--- src/rtl/uart_pkg.sv ---
// uart_pkg: shared FSM state encoding and default sizing for the UART transmit arbiter
package uart_pkg;
  typedef enum logic [1:0] {
    IDLE    = 2'd0,
    START   = 2'd1,
    WAIT_HI = 2'd2,
    WAIT_LO = 2'd3
  } state_e;
  localparam int DATA_W_DEF      = 8;
  localparam int ACK_TIMEOUT_DEF = 16;
endpackage

--- src/rtl/rr_arbiter.sv ---
// rr_arbiter: combinational round-robin pick among masked requests, searching upward from ptr_i+1
//   req_i  : raw request vector
//   mask_i : requests allowed to compete (all ones when unlocked)
//   ptr_i  : last winner; the search starts just above it and wraps
//   gnt_o  : one-hot winner, idx_o : winner index, any_o : some request eligible
module rr_arbiter #(
  parameter int N = 4,
  localparam int IW = $clog2(N)
) (
  input  logic [N-1:0]  req_i,
  input  logic [N-1:0]  mask_i,
  input  logic [IW-1:0] ptr_i,
  output logic [N-1:0]  gnt_o,
  output logic [IW-1:0] idx_o,
  output logic          any_o
);
  logic [N-1:0] elig;
  assign elig = req_i & mask_i;
  always_comb begin
    gnt_o = '0;
    idx_o = '0;
    any_o = 1'b0;
    for (int k = 1; k <= N; k++) begin
      if (!any_o && elig[(int'(ptr_i) + k) % N]) begin
        any_o = 1'b1;
        idx_o = IW'((int'(ptr_i) + k) % N);
        gnt_o[(int'(ptr_i) + k) % N] = 1'b1;
      end
    end
  end
endmodule

--- src/rtl/uart_tx_arbiter.sv ---
// uart_tx_arbiter: round-robin share of one UART transmitter between N_REQ byte sources with packet lock
//   clk, rst_n   : clock, asynchronous active-low reset
//   req_valid/req_data/req_last/req_ready : per-requester byte stream (valid/ready, one-hot ready)
//   tx_data/tx_start/tx_busy : transmitter interface (tx_start is a one-cycle pulse)
//   grant_id     : current/last granted requester
//   lock_active  : a multi-byte packet owns the transmitter
//   err_timeout  : one-cycle pulse when tx_busy never rose after tx_start
module uart_tx_arbiter
  import uart_pkg::*;
#(
  parameter int N_REQ       = 4,
  parameter int DATA_W      = DATA_W_DEF,
  parameter int ACK_TIMEOUT = ACK_TIMEOUT_DEF,
  localparam int ID_W = $clog2(N_REQ)
) (
  input  logic                    clk,
  input  logic                    rst_n,
  input  logic [N_REQ-1:0]        req_valid,
  input  logic [N_REQ*DATA_W-1:0] req_data,
  input  logic [N_REQ-1:0]        req_last,
  output logic [N_REQ-1:0]        req_ready,
  output logic [DATA_W-1:0]       tx_data,
  output logic                    tx_start,
  input  logic                    tx_busy,
  output logic [ID_W-1:0]         grant_id,
  output logic                    lock_active,
  output logic                    err_timeout
);
  localparam int CW = $clog2(ACK_TIMEOUT) + 1;
  state_e            state_q, state_d;
  logic [DATA_W-1:0] tx_data_q, tx_data_d;
  logic [ID_W-1:0]   grant_q, grant_d, ptr_q, ptr_d;
  logic              lock_q, lock_d, err_q, err_d;
  logic [CW-1:0]     cnt_q, cnt_d;
  logic [N_REQ-1:0]  mask, gnt;
  logic [ID_W-1:0]   win;
  logic              any, accept;

  // While locked only the packet owner may compete; others stall even if the owner goes quiet.
  assign mask = lock_q ? N_REQ'(1) << grant_q : '1;

  rr_arbiter #(.N(N_REQ)) u_rr (
    .req_i (req_valid),
    .mask_i(mask),
    .ptr_i (ptr_q),
    .gnt_o (gnt),
    .idx_o (win),
    .any_o (any)
  );

  assign accept      = (state_q == IDLE) && any && !tx_busy;
  assign req_ready   = accept ? gnt : '0;
  assign tx_start    = state_q == START;
  assign tx_data     = tx_data_q;
  assign grant_id    = grant_q;
  assign lock_active = lock_q;
  assign err_timeout = err_q;

  always_comb begin
    state_d   = state_q;
    tx_data_d = tx_data_q;
    grant_d   = grant_q;
    ptr_d     = ptr_q;
    lock_d    = lock_q;
    err_d     = 1'b0;
    cnt_d     = cnt_q;
    case (state_q)
      IDLE: if (accept) begin
        tx_data_d = req_data[int'(win)*DATA_W +: DATA_W];
        grant_d   = win;
        ptr_d     = win;
        lock_d    = ~req_last[win];
        state_d   = START;
      end
      START: begin
        cnt_d   = '0;
        state_d = WAIT_HI;
      end
      WAIT_HI: if (tx_busy) state_d = WAIT_LO;
      else begin
        cnt_d = cnt_q + 1'b1;
        // Counter is about to reach ACK_TIMEOUT-1: drop the byte and release any lock.
        if (cnt_q == CW'(ACK_TIMEOUT - 2)) begin
          err_d   = 1'b1;
          lock_d  = 1'b0;
          state_d = IDLE;
        end
      end
      WAIT_LO: if (!tx_busy) state_d = IDLE;
      default: state_d = IDLE;
    endcase
  end

  always_ff @(posedge clk or negedge rst_n) begin
    if (!rst_n) begin
      state_q   <= IDLE;
      tx_data_q <= '0;
      grant_q   <= '0;
      ptr_q     <= ID_W'(N_REQ - 1);
      lock_q    <= 1'b0;
      err_q     <= 1'b0;
      cnt_q     <= '0;
    end else begin
      state_q   <= state_d;
      tx_data_q <= tx_data_d;
      grant_q   <= grant_d;
      ptr_q     <= ptr_d;
      lock_q    <= lock_d;
      err_q     <= err_d;
      cnt_q     <= cnt_d;
    end
  end
endmodule

--- config.mk ---
export PLATFORM = sky130hd
export DESIGN_NAME = uart_tx_arbiter
export DESIGN_NICKNAME = d
export VERILOG_FILES = /design/src/rtl/uart_pkg.sv /design/src/rtl/rr_arbiter.sv /design/src/rtl/uart_tx_arbiter.sv
export SDC_FILE = /design/constraint.sdc
export NUM_CORES = 1
export LEC_CHECK = 0
export BUFFER_PORTS_ARGS = -buffer_cell sky130_fd_sc_hd__buf_2
export CAP_MARGIN = 25
export CORE_MARGIN = 8
export CORE_UTILIZATION = 44
export CTS_CLUSTER_SIZE = 16
export DETAILED_ROUTE_END_ITERATION = 10
export GPL_ROUTABILITY_DRIVEN = 0
export HOLD_SLACK_MARGIN = 0.15
export PLACE_DENSITY = 0.76
export SLEW_MARGIN = 20
export SYNTH_ARGS = -nofsm -noshare
export SYNTH_HDL_FRONTEND = slang
export SYNTH_HIERARCHICAL = 1
export SYNTH_SLANG_ARGS = --single-unit
--- constraint.sdc ---
create_clock -name clk -period 2.9 [get_ports clk]
set_input_delay 0.29 -clock clk [delete_from_list [all_inputs] [get_ports clk]]
set_output_delay 0.29 -clock clk [all_outputs]
set_load 0.05 [all_outputs]
==> results.sh, run 1 <==
export IMPL_required_ns=2.61
export IMPL_syn_area_um2=1600
export IMPL_die_h_um=76.3
export IMPL_power_leakage_nw=1.03
export IMPL_wl_per_cell_um=14.3
export IMPL_worst_slew_pin_slew_ns=0.448
export IMPL_cts_tree="done"
export IMPL_crit_path_start_kind="flop"
export IMPL_arrival_ns=2.47
export IMPL_p_clk_share_pct=5.7
export IMPL_fmax_mhz=363
export IMPL_min_delay_start="tx_busy"
export IMPL_synthArstFlopShare_pct=100
export IMPL_diodes=0
export IMPL_reg2reg_slack_ns=0.20
export IMPL_rsz0062_at_grt="no"
export IMPL_synth_seq_cells=21
export IMPL_powerDensity_nw_per_um2=1220
export IMPL_fin_cells=278
export IMPL_drc=0
export IMPL_slew_violations=0
export IMPL_slew_headroom_pct=70.2
export IMPL_pwr_share_comb_pct=73.0
export IMPL_numCtsBuffers=3
export IMPL_antenna_found_initial=0
export IMPL_vias=1477
export IMPL_switching_share_pct=49.6
export IMPL_fin_nets=283
export IMPL_io_pins=60
export IMPL_postSynthCellCount=166
export IMPL_cts_sinks=21
export IMPL_crit_path_cell_trace="inv_1, ha_1, mux4_2, nor2b_4, a221oi_1, o2bb2ai_1, and2_1, buf_4"
export IMPL_via_per_inst=5.31
export IMPL_min_path_type="input pin to flop"
export IMPL_setup_tns_ns=0
export IMPL_ys_seq_area_share_pct=33.0
export IMPL_grt_pass1_vias=1635
export IMPL_initial_core_util_pct=44.7
export IMPL_dieArea_um2=5820
export IMPL_worstSkewPairLatency_ns=0.30
export IMPL_post_cts_buffers=0
export IMPL_cts_root_buf="clkbuf_4"
export IMPL_path_clk_slew_ns=0.11
export IMPL_syn_num_nets=218
export IMPL_crit_path_max_incr_delay_ns=0.55
export IMPL_grt_pass1_wl_mm=6.94
export IMPL_slowest_stage="dfstp_2"
export IMPL_grt_ovfl_total=0
export IMPL_synth_edf_count=0
export IMPL_timing_rr_start="grant_id[1]"
export IMPL_seq_power_share_pct=21.4
export IMPL_cts_max_level=1
export IMPL_ant_nets=0
export IMPL_synth_flop_cell="dfrtp_1"
export IMPL_core_area_um2=3580
export IMPL_peakVddDrop_mv=0.526
export IMPL_ys_warn_count=6
export IMPL_ff2ff_path_depth=11
export IMPL_grt_max_degree=22
export IMPL_cts_max_path_buffers=2
export IMPL_end_kind="output port"
export IMPL_fillers=360
export IMPL_path_class="flop to output port"
export IMPL_die_w_um=76.3
export IMPL_rr_endpoint="tx_data[4]"
export IMPL_skew_ns=0.00752
export IMPL_place_hpwl_mm=3.33
export IMPL_hold_path_cell_count=3
export IMPL_maxCapViolCount=0
export IMPL_track_usage_pct=14.0
export IMPL_final_layout_size_suffix_gt1_share_pct=40.0
export IMPL_synth_distinct_cells=35
export IMPL_syn_avg_cell_area_um2=9.63
export IMPL_first_pass_iters=4
export IMPL_dp_cells=272
export IMPL_intPower_mw=1.25
export IMPL_finalSetupViolations=0
export IMPL_fin_crit_sh_pct=95.0
export IMPL_final_common_cell="buf_2"
export IMPL_critPathMaxFanout=5
export IMPL_port_buffers=59
export IMPL_final_hold_violation_count=0
export IMPL_drt_iter0_markers=85
export IMPL_area_growth_syn_to_layout_pct=26.8
export IMPL_final_cell_mix="55 x buf_2, 38 x nand2_1, 18 x dfrtp_1"
export IMPL_fin_crit_ns=2.76
export IMPL_routed_wl_mm=3.98
export IMPL_rows=22
export IMPL_power_total_mw=2.47
export IMPL_status="finished, final reports clean"
export IMPL_switchingPower_mw=1.23
export IMPL_worstHoldEndpoint="state_q[0]"
[synth_stat cells, drive strengths merged (2+ instances only)]
| cell | count | area [µm²] |
|---|---|---|
| nand2 | 38 | 143 |
| dfrtp | 19 | 475 |
| o21ai | 16 | 80.1 |
| mux4 | 11 | 248 |
| ha | 9 | 113 |
| and2 | 8 | 52.6 |
| inv | 8 | 30.0 |
| nor2 | 8 | 32.5 |
| buf | 5 | 37.5 |
| a21oi | 4 | 20.0 |
| a221oi | 4 | 35.0 |
| mux2i | 4 | 40.0 |
| nand3 | 4 | 20.0 |
| o2bb2ai | 4 | 35.0 |
| nor3 | 3 | 15.0 |
| and3 | 2 | 12.5 |
| clkbuf | 2 | 7.51 |
| dfstp | 2 | 52.6 |
| mux2 | 2 | 22.5 |
| nand2b | 2 | 12.5 |
| nand4 | 2 | 12.5 |
[kinds of logic after synthesis]
family	share of synthesized area, %
AOI/OAI and AO/OA	11.9
adders and majority gates	7.05
buffers and inverters	4.70
DFF	33.0
muxes	19.4
and+or+nand+nor	23.9
[state kept, by name, indices dropped and copies added, names as in the netlist]
signal       cells
lock_active      1
cnt_q            5
ptr_q            2
tx_data          8
err_timeout      1
state_q          2
grant_id         2
[stage by stage]
step | util [%] | cell area (µm²) | hold slack [ns] | setup WS, ns
after floorplan | - | 1600 | -0.00559 | 0.00385
after global placement | 55.0 | 1970 | 0.263 | 0.257
after detailed placement | 55.0 | 1970 | 0.266 | 0.238
after CTS | 56.0 | 2000 | 0.277 | 0.111
after global routing | 56.6 | 2030 | 0.294 | 0.0118
final | 56.6 | 2030 | 0.289 | 0.144
[power groups by stage]
stage	clock network, mW	registers (mW)	logic (mW)
2_1_floorplan	0	0.787	1.10
3_3_place_gp	0	0.529	1.75
3_5_place_dp	0	0.531	1.80
4_1_cts	0.148	0.528	1.80
5_1_grt	0.154	0.552	1.99
6_report	0.140	0.529	1.81
[what timing repair did]
item                       CTS  global route
hold buffers                 1             0
setup endpoints to repair    0             4
hold endpoints to repair    19             0
gates resized for setup      0            10
[final cells by class]
type	count	area [µm²]	share of cell area [%]
inverter	8	30.0	1.48
clock buffer	3	22.5	1.11
clock inverter	1	5.00	0.247
tap	48	60.1	2.96
multi-input combinational	130	995	49.1
timing repair buffer	67	384	19.0
sequential	21	529	26.1
[routing by layer]
layer	vias to the layer above	wire, µm	track usage, %
met4	0	75	5.58
met3	6	301	4.25
li1	726	-	-
met1	684	1720	16.2
met5	-	0	0
met2	61	1880	23.7
[worst max-delay path: cells and delay by family (launching register included)]
kind / cells / cell delay, ns
flops: 1 / 0.55
compound gates: 2 / 0.37
fa+ha+maj: 1 / 0.36
mux: 1 / 0.33
simple gates: 2 / 0.30
buf+inv: 2 / 0.26
[worst max path at each step]
stage / startpoint / to / slack [ns] / cells past startpoint
2_1_floorplan: grant_id[1] / tx_data[0] / 0.004 / 12
3_3_place_gp: grant_id[1] / lock_active / 0.26 / 10
3_5_place_dp: grant_id[0] / tx_data[2] / 0.24 / 11
4_1_cts: ptr_q[0] / req_ready[1] / 0.11 / 8
5_1_grt: grant_id[1] / req_ready[2] / 0.01 / 9
6_report: ptr_q[0] / req_ready[1] / 0.14 / 8
Note: power is estimated with default switching activity, not from simulation.
==> inputs of run 2 (changes only) <==
--- a/config.mk
+++ b/config.mk
@@ -8,12 +8,13 @@
 export BUFFER_PORTS_ARGS = -buffer_cell sky130_fd_sc_hd__buf_2
 export CAP_MARGIN = 25
 export CORE_MARGIN = 8
-export CORE_UTILIZATION = 44
+export CORE_UTILIZATION = 46
+export CTS_BUF_LIST = sky130_fd_sc_hd__clkbuf_8
 export CTS_CLUSTER_SIZE = 16
 export DETAILED_ROUTE_END_ITERATION = 10
 export GPL_ROUTABILITY_DRIVEN = 0
 export HOLD_SLACK_MARGIN = 0.15
-export PLACE_DENSITY = 0.76
+export PLACE_DENSITY = 0.78
 export SLEW_MARGIN = 20
 export SYNTH_ARGS = -nofsm -noshare
 export SYNTH_HDL_FRONTEND = slang
==> run 2 against run 1 <==
Setup slack gained 0.050 ns. Sequential power is essentially flat. Clock power grew 37%. Critical endpoint is now req_ready[0].
==> results.sh, run 2 (same netlist as run 1, synthesis figures left out) <==
export IMPL_status="finished, final reports clean"
export IMPL_power_leakage_nw=1.03
export IMPL_track_usage_pct=15.6
export IMPL_fin_nets=282
export IMPL_die_w_um=74.9
export IMPL_slew_headroom_pct=70.1
export IMPL_fin_crit_ns=2.71
export IMPL_dieArea_um2=5620
export IMPL_vias=1477
export IMPL_crit_path_cell_trace="inv_1, o21ai_0, and2_1, mux4_2, nor2b_4, a221oi_1, o2bb2ai_1, and2_1, buf_2"
export IMPL_routed_wl_mm=4.07
export IMPL_peakVddDrop_mv=0.555
export IMPL_drc=0
export IMPL_rsz0062_at_grt="no"
export IMPL_cts_tree="done"
export IMPL_dp_cells=269
export IMPL_crit_buf_inv=2
export IMPL_cts_max_path_buffers=2
export IMPL_area_growth_syn_to_layout_pct=27.3
export IMPL_grt_pass1_vias=1537
export IMPL_largest_reg_flops=8
export IMPL_initial_core_util_pct=47.9
export IMPL_final_layout_size_suffix_gt1_share_pct=40.2
export IMPL_grt_pass1_wl_mm=6.83
export IMPL_antenna_found_initial=0
export IMPL_final_cell_mix="59 x buf_2, 38 x nand2_1, 18 x dfrtp_1"
export IMPL_top_layer="met4"
export IMPL_slowest_stage="mux4_2"
export IMPL_path_clk_slew_ns=0.08
export IMPL_p_clk_share_pct=7.6
export IMPL_switching_share_pct=49.1
export IMPL_slew_violations=0
export IMPL_worst_slew_pin_slew_ns=0.449
export IMPL_timing_final_ws_setup_ns=0.194
export IMPL_grt_max_degree=22
export IMPL_first_pass_iters=4
export IMPL_setup_tns_ns=0
export IMPL_drt_iter0_markers=101
export IMPL_diodes=0
export IMPL_via_per_inst=5.37
export IMPL_cts_root_buf="clkbuf_8"
export IMPL_skew_ns=0.00285
export IMPL_dp_slack_ns=0.232
export IMPL_die_h_um=74.9
export IMPL_cpMostUsedCell="and2_1"
export IMPL_wl_met3_um=348
export IMPL_critPathMaxFanout=7
export IMPL_rows=21
export IMPL_io_pins=60
export IMPL_min_path_type="input pin to flop"
export IMPL_drt_met1_wl_mm=1.75
export IMPL_crit_family="multiplexers"
export IMPL_required_ns=2.61
export IMPL_fin_crit_sh_pct=93.3
export IMPL_wl_per_cell_um=14.8
export IMPL_powerDensity_nw_per_um2=1250
export IMPL_port_buffers=59
export IMPL_ant_nets=0
export IMPL_arrival_ns=2.42
export IMPL_numCtsBuffers=3
export IMPL_seq_power_share_pct=20.9
export IMPL_fmax_mhz=370
export IMPL_wl_met2_mm=1.92
export IMPL_worstSkewPairLatency_ns=0.26
export IMPL_fin_cells=275
export IMPL_final_hold_violation_count=0
export IMPL_end_kind="output port"
export IMPL_path_class="flop to output port"
export IMPL_grt_ovfl_total=0
export IMPL_cts_sinks=21
export IMPL_pwr_share_comb_pct=71.6
export IMPL_finalSetupViolations=0
export IMPL_core_area_um2=3340
export IMPL_maxCapViolCount=0
export IMPL_place_hpwl_mm=3.25
export IMPL_crit_path_start_kind="flop"
export IMPL_switchingPower_mw=1.25
export IMPL_final_common_cell="buf_2"
export IMPL_cts_max_level=1
export IMPL_post_cts_buffers=0
export IMPL_intPower_mw=1.30
export IMPL_crit_path_max_incr_delay_ns=0.57
run 2: cell count changes in the layout (fill, tap and decap cells not counted), sizes merged:
cell and change:
buf -1
run 2: path summary, 6_finish.rpt:
path / start / to / slack, ns / cells after the start
hold / removal: tx_busy / state_q[0] / 0.36 / 3
setup / recovery: grant_id[1] / req_ready[0] / 0.19 / 9
min in group asynchronous: rst_n / err_timeout / 0.50 / 2
setup reg to reg: grant_id[1] / lock_active / 0.20 / 10
max in group asynchronous: rst_n / ptr_q[1] / 2.06 / 2
hold reg to reg: cnt_q[4] / cnt_q[4] / 0.47 / 1
run 2: power by group through the flow:
| stage | clock [mW] | sequential [mW] | combinational (mW) |
|---|---|---|---|
| 2_1_floorplan | 0 | 0.787 | 1.10 |
| 3_3_place_gp | 0 | 0.529 | 1.75 |
| 3_5_place_dp | 0 | 0.532 | 1.78 |
| 4_1_cts | 0.194 | 0.533 | 1.79 |
| 5_1_grt | 0.209 | 0.555 | 1.98 |
| 6_report | 0.192 | 0.531 | 1.82 |
run 2: area by class of cell:
cell class | count | area [µm²]
Fill cell | 310 | 1300
Tap cell | 46 | 57.6
Clock buffer | 3 | 41.3
Inverter | 8 | 30.0
Timing Repair Buffer | 66 | 363
Clock inverter | 1 | 5.00
Multi-Input combinational cell | 130 | 1010
Sequential cell | 21 | 529
run 2: per-layer routing:
metal | vias to the layer above | track usage, %
met3 | 4 | 5.33
met2 | 65 | 26.0
met1 | 687 | 18.6
met4 | 0 | 3.91
li1 | 721 | -
met5 | - | 0
run 2: worst reg2reg max path, delay by kind of cell (launching register included):
kind                   cells  cell delay [ns]
flip-flops                 1             0.40
AO/OA/AOI/OAI              4             0.59
AND/OR/NAND/NOR            2             0.37
multiplexers               2             0.99
buffers and inverters      2             0.28
run 2: per-stage QoR:
stage	total power, mW	utilization, %	instance area [µm²]	hold WS [ns]
6_report	2.54	60.9	2030	0.357
5_1_grt	2.74	60.9	2030	0.388
4_1_cts	2.51	60.3	2010	0.358
3_5_place_dp	2.32	58.6	1960	0.264
3_3_place_gp	2.28	58.6	1960	0.260
2_1_floorplan	1.89	-	1600	-0.00559
run 2: repair_timing:
item | CTS | global route
hold buffers | 1 | 0
gates resized for setup | 0 | 2
endpoints found under the hold margin | 19 | 0
endpoints found under the setup margin | 0 | 4
==> inputs of run 3 (changes only) <==
==> constraint.sdc (replaced) <==
create_clock -name clk -period 2.3 [get_ports clk]
set_input_delay 0.23 -clock clk [delete_from_list [all_inputs] [get_ports clk]]
set_output_delay 0.23 -clock clk [all_outputs]
set_load 0.05 [all_outputs]
==> run 3 against run 2 <==
The run now ends with negative setup slack left. Power increased by 48%. Routed wire length increased by 11%. Cell area increased by 13%. Sequential share of layout area decreased by 2.8 points. Non-clock buffer count increased by 21. Sequential cell count unchanged. Combinational power increased by 55%. Setup slack got worse by 0.51 ns. Clock skew decreased by 0.0020 ns. Die area unchanged. Critical endpoint unchanged. Largest power group unchanged.
==> results.sh, run 3 (same netlist as run 1, synthesis figures left out) <==
export IMPL_routed_wl_mm=4.51
export IMPL_port_buffers=59
export IMPL_largest_reg_flops=8
export IMPL_min_path_type="input pin to flop"
export IMPL_final_layout_size_suffix_gt1_share_pct=54.0
export IMPL_die_h_um=74.9
export IMPL_io_pins=60
export IMPL_timing_rr_start="grant_id[1]"
export IMPL_diodes=0
export IMPL_power_leakage_nw=1.16
export IMPL_antenna_found_initial=0
export IMPL_cts_sinks=21
export IMPL_switching_share_pct=47.8
export IMPL_end_kind="output port"
export IMPL_whs_ns=0.291
export IMPL_grt_pass1_wl_mm=7.49
export IMPL_grt_max_degree=22
export IMPL_finalSetupViolations=13
export IMPL_final_hold_violation_count=0
export IMPL_violations="negative setup slack"
export IMPL_required_ns=2.07
export IMPL_numCtsBuffers=3
export IMPL_first_pass_iters=4
export IMPL_vias=1613
export IMPL_cts_max_path_buffers=2
export IMPL_min_delay_start="tx_busy"
export IMPL_cp_startpoint="grant_id[0]"
export IMPL_cts_root_buf="clkbuf_8"
export IMPL_intPower_mw=1.96
export IMPL_place_hpwl_mm=3.58
export IMPL_powerDensity_nw_per_um2=1640
export IMPL_seq_power_share_pct=18.3
export IMPL_crit_path_cell_trace="inv_2, o21ai_2, and2_4, mux4_2, buf_6, nor2b_4, a221oi_2, o2bb2ai_2, and2_4, buf_6"
export IMPL_path_class="flop to output port"
export IMPL_slew_violations=0
export IMPL_power_total_mw=3.76
export IMPL_path_clk_slew_ns=0.08
export IMPL_rr_endpoint="tx_data[6]"
export IMPL_drc=0
export IMPL_worstSkewPairLatency_ns=0.25
export IMPL_worst_slew_pin_slew_ns=0.615
export IMPL_slowest_stage="mux4_2"
export IMPL_pwr_share_comb_pct=75.4
export IMPL_hold_path_cell_count=3
export IMPL_reg2reg_slack_ns=-0.26
export IMPL_switchingPower_mw=1.80
export IMPL_crit_buf_inv=3
export IMPL_core_area_um2=3340
export IMPL_track_usage_pct=17.2
export IMPL_area_growth_syn_to_layout_pct=43.5
export IMPL_timing_final_ws_setup_ns=-0.312
export IMPL_arrival_ns=2.38
export IMPL_grt_ovfl_total=0
export IMPL_worstHoldEndpoint="state_q[0]"
export IMPL_via_per_inst=5.45
export IMPL_skew_ns=0.000874
export IMPL_fin_nets=303
export IMPL_initial_core_util_pct=47.9
export IMPL_cts_tree="done"
export IMPL_final_common_cell="buf_2"
export IMPL_critPathMaxFanout=5
export IMPL_slew_headroom_pct=59.0
export IMPL_cts_max_level=1
export IMPL_fmax_mhz=383
export IMPL_status="finished, violations left"
export IMPL_grt_pass1_vias=1699
export IMPL_fin_util_pct=68.7
export IMPL_fin_crit_sh_pct=114
export IMPL_peakVddDrop_mv=0.805
export IMPL_ant_nets=0
export IMPL_crit_family="multiplexers"
export IMPL_ff2ff_path_depth=11
export IMPL_crit_path_max_incr_delay_ns=0.49
export IMPL_dp_slack_ns=-0.327
export IMPL_final_cell_mix="55 x buf_2, 38 x nand2_1, 23 x buf_4"
export IMPL_crit_path_start_kind="flop"
export IMPL_drt_iter0_markers=98
export IMPL_maxCapViolCount=0
export IMPL_wl_per_cell_um=15.2
export IMPL_fin_crit_ns=2.61
export IMPL_dieArea_um2=5620
export IMPL_rows=21
export IMPL_die_w_um=74.9
export IMPL_rsz0062_at_grt="yes"
export IMPL_p_clk_share_pct=6.3
## run 3: cell types whose count changed in the layout (fill, tap and decap cells not counted), sizes merged
cell    delta
clkbuf     -1
buf       +22
## run 3: power by group through the flow
stage          combinational (mW)  sequential, mW  clock, mW
3_3_place_gp                 2.40           0.673          0
4_1_cts                      2.81           0.687      0.242
6_report                     2.83           0.690      0.237
2_1_floorplan                1.48           0.999          0
5_1_grt                      3.06           0.709      0.259
3_5_place_dp                 2.48           0.680          0
## run 3: worst max path at each step
| stage | slack (ns) | depth (start not counted) | endpoint |
|---|---|---|---|
| after global routing | -0.43 | 10 | req_ready[0] |
| after global placement | -0.23 | 10 | lock_active |
| after CTS | -0.29 | 10 | req_ready[3] |
| final | -0.31 | 10 | req_ready[0] |
| after floorplan | -0.37 | 12 | tx_data[0] |
| after detailed placement | -0.33 | 11 | tx_data[5] |
## run 3: final cells by class
| type | instances | area [µm²] |
|---|---|---|
| Clock buffer | 3 | 41.3 |
| Clock inverter | 1 | 5.00 |
| Fill cell | 270 | 1040 |
| Inverter | 8 | 30.0 |
| Multi-Input combinational cell | 130 | 1070 |
| Sequential cell | 21 | 532 |
| Tap cell | 46 | 57.6 |
| Timing Repair Buffer | 87 | 552 |
## run 3: worst reg2reg max path: stages (launching register included)
cell and delay, ns:
dfrtp_2 0.44, inv_2 0.07, o21ai_1 0.07, and2_4 0.15, mux4_2 0.53, nor2b_4 0.23, o21ai_2 0.08, o21ai_2 0.09
buf_6 0.18, mux4_2 0.50, nand2_1 0.07, nand2_1 0.05
## run 3: what timing repair did
action,CTS,global route
pin swaps,18,2
setup buffers,3,0
resized for setup,30,1
setup endpoints to repair,14,13
cloned,1,0
hold endpoints to repair,19,0
hold buffers,1,0
## run 3: per-layer routing
layer	track usage, %	up-vias	wire, µm
met5	0	-	0
met4	4.78	0	43
met3	4.26	4	420
met2	28.8	87	2150
met1	21.3	754	1890
li1	-	768	-
## run 3: through the flow
| stage | cells | setup TNS [ns] | cell area (µm²) |
|---|---|---|---|
| global route | 296 | -4.60 | 2290 |
| CTS | 296 | -3.35 | 2290 |
| finish | 296 | -3.31 | 2290 |
| detailed placement | 287 | -3.37 | 2100 |
| global placement | 287 | -2.31 | 2100 |
| floorplan | 166 | -3.33 | 1630 |
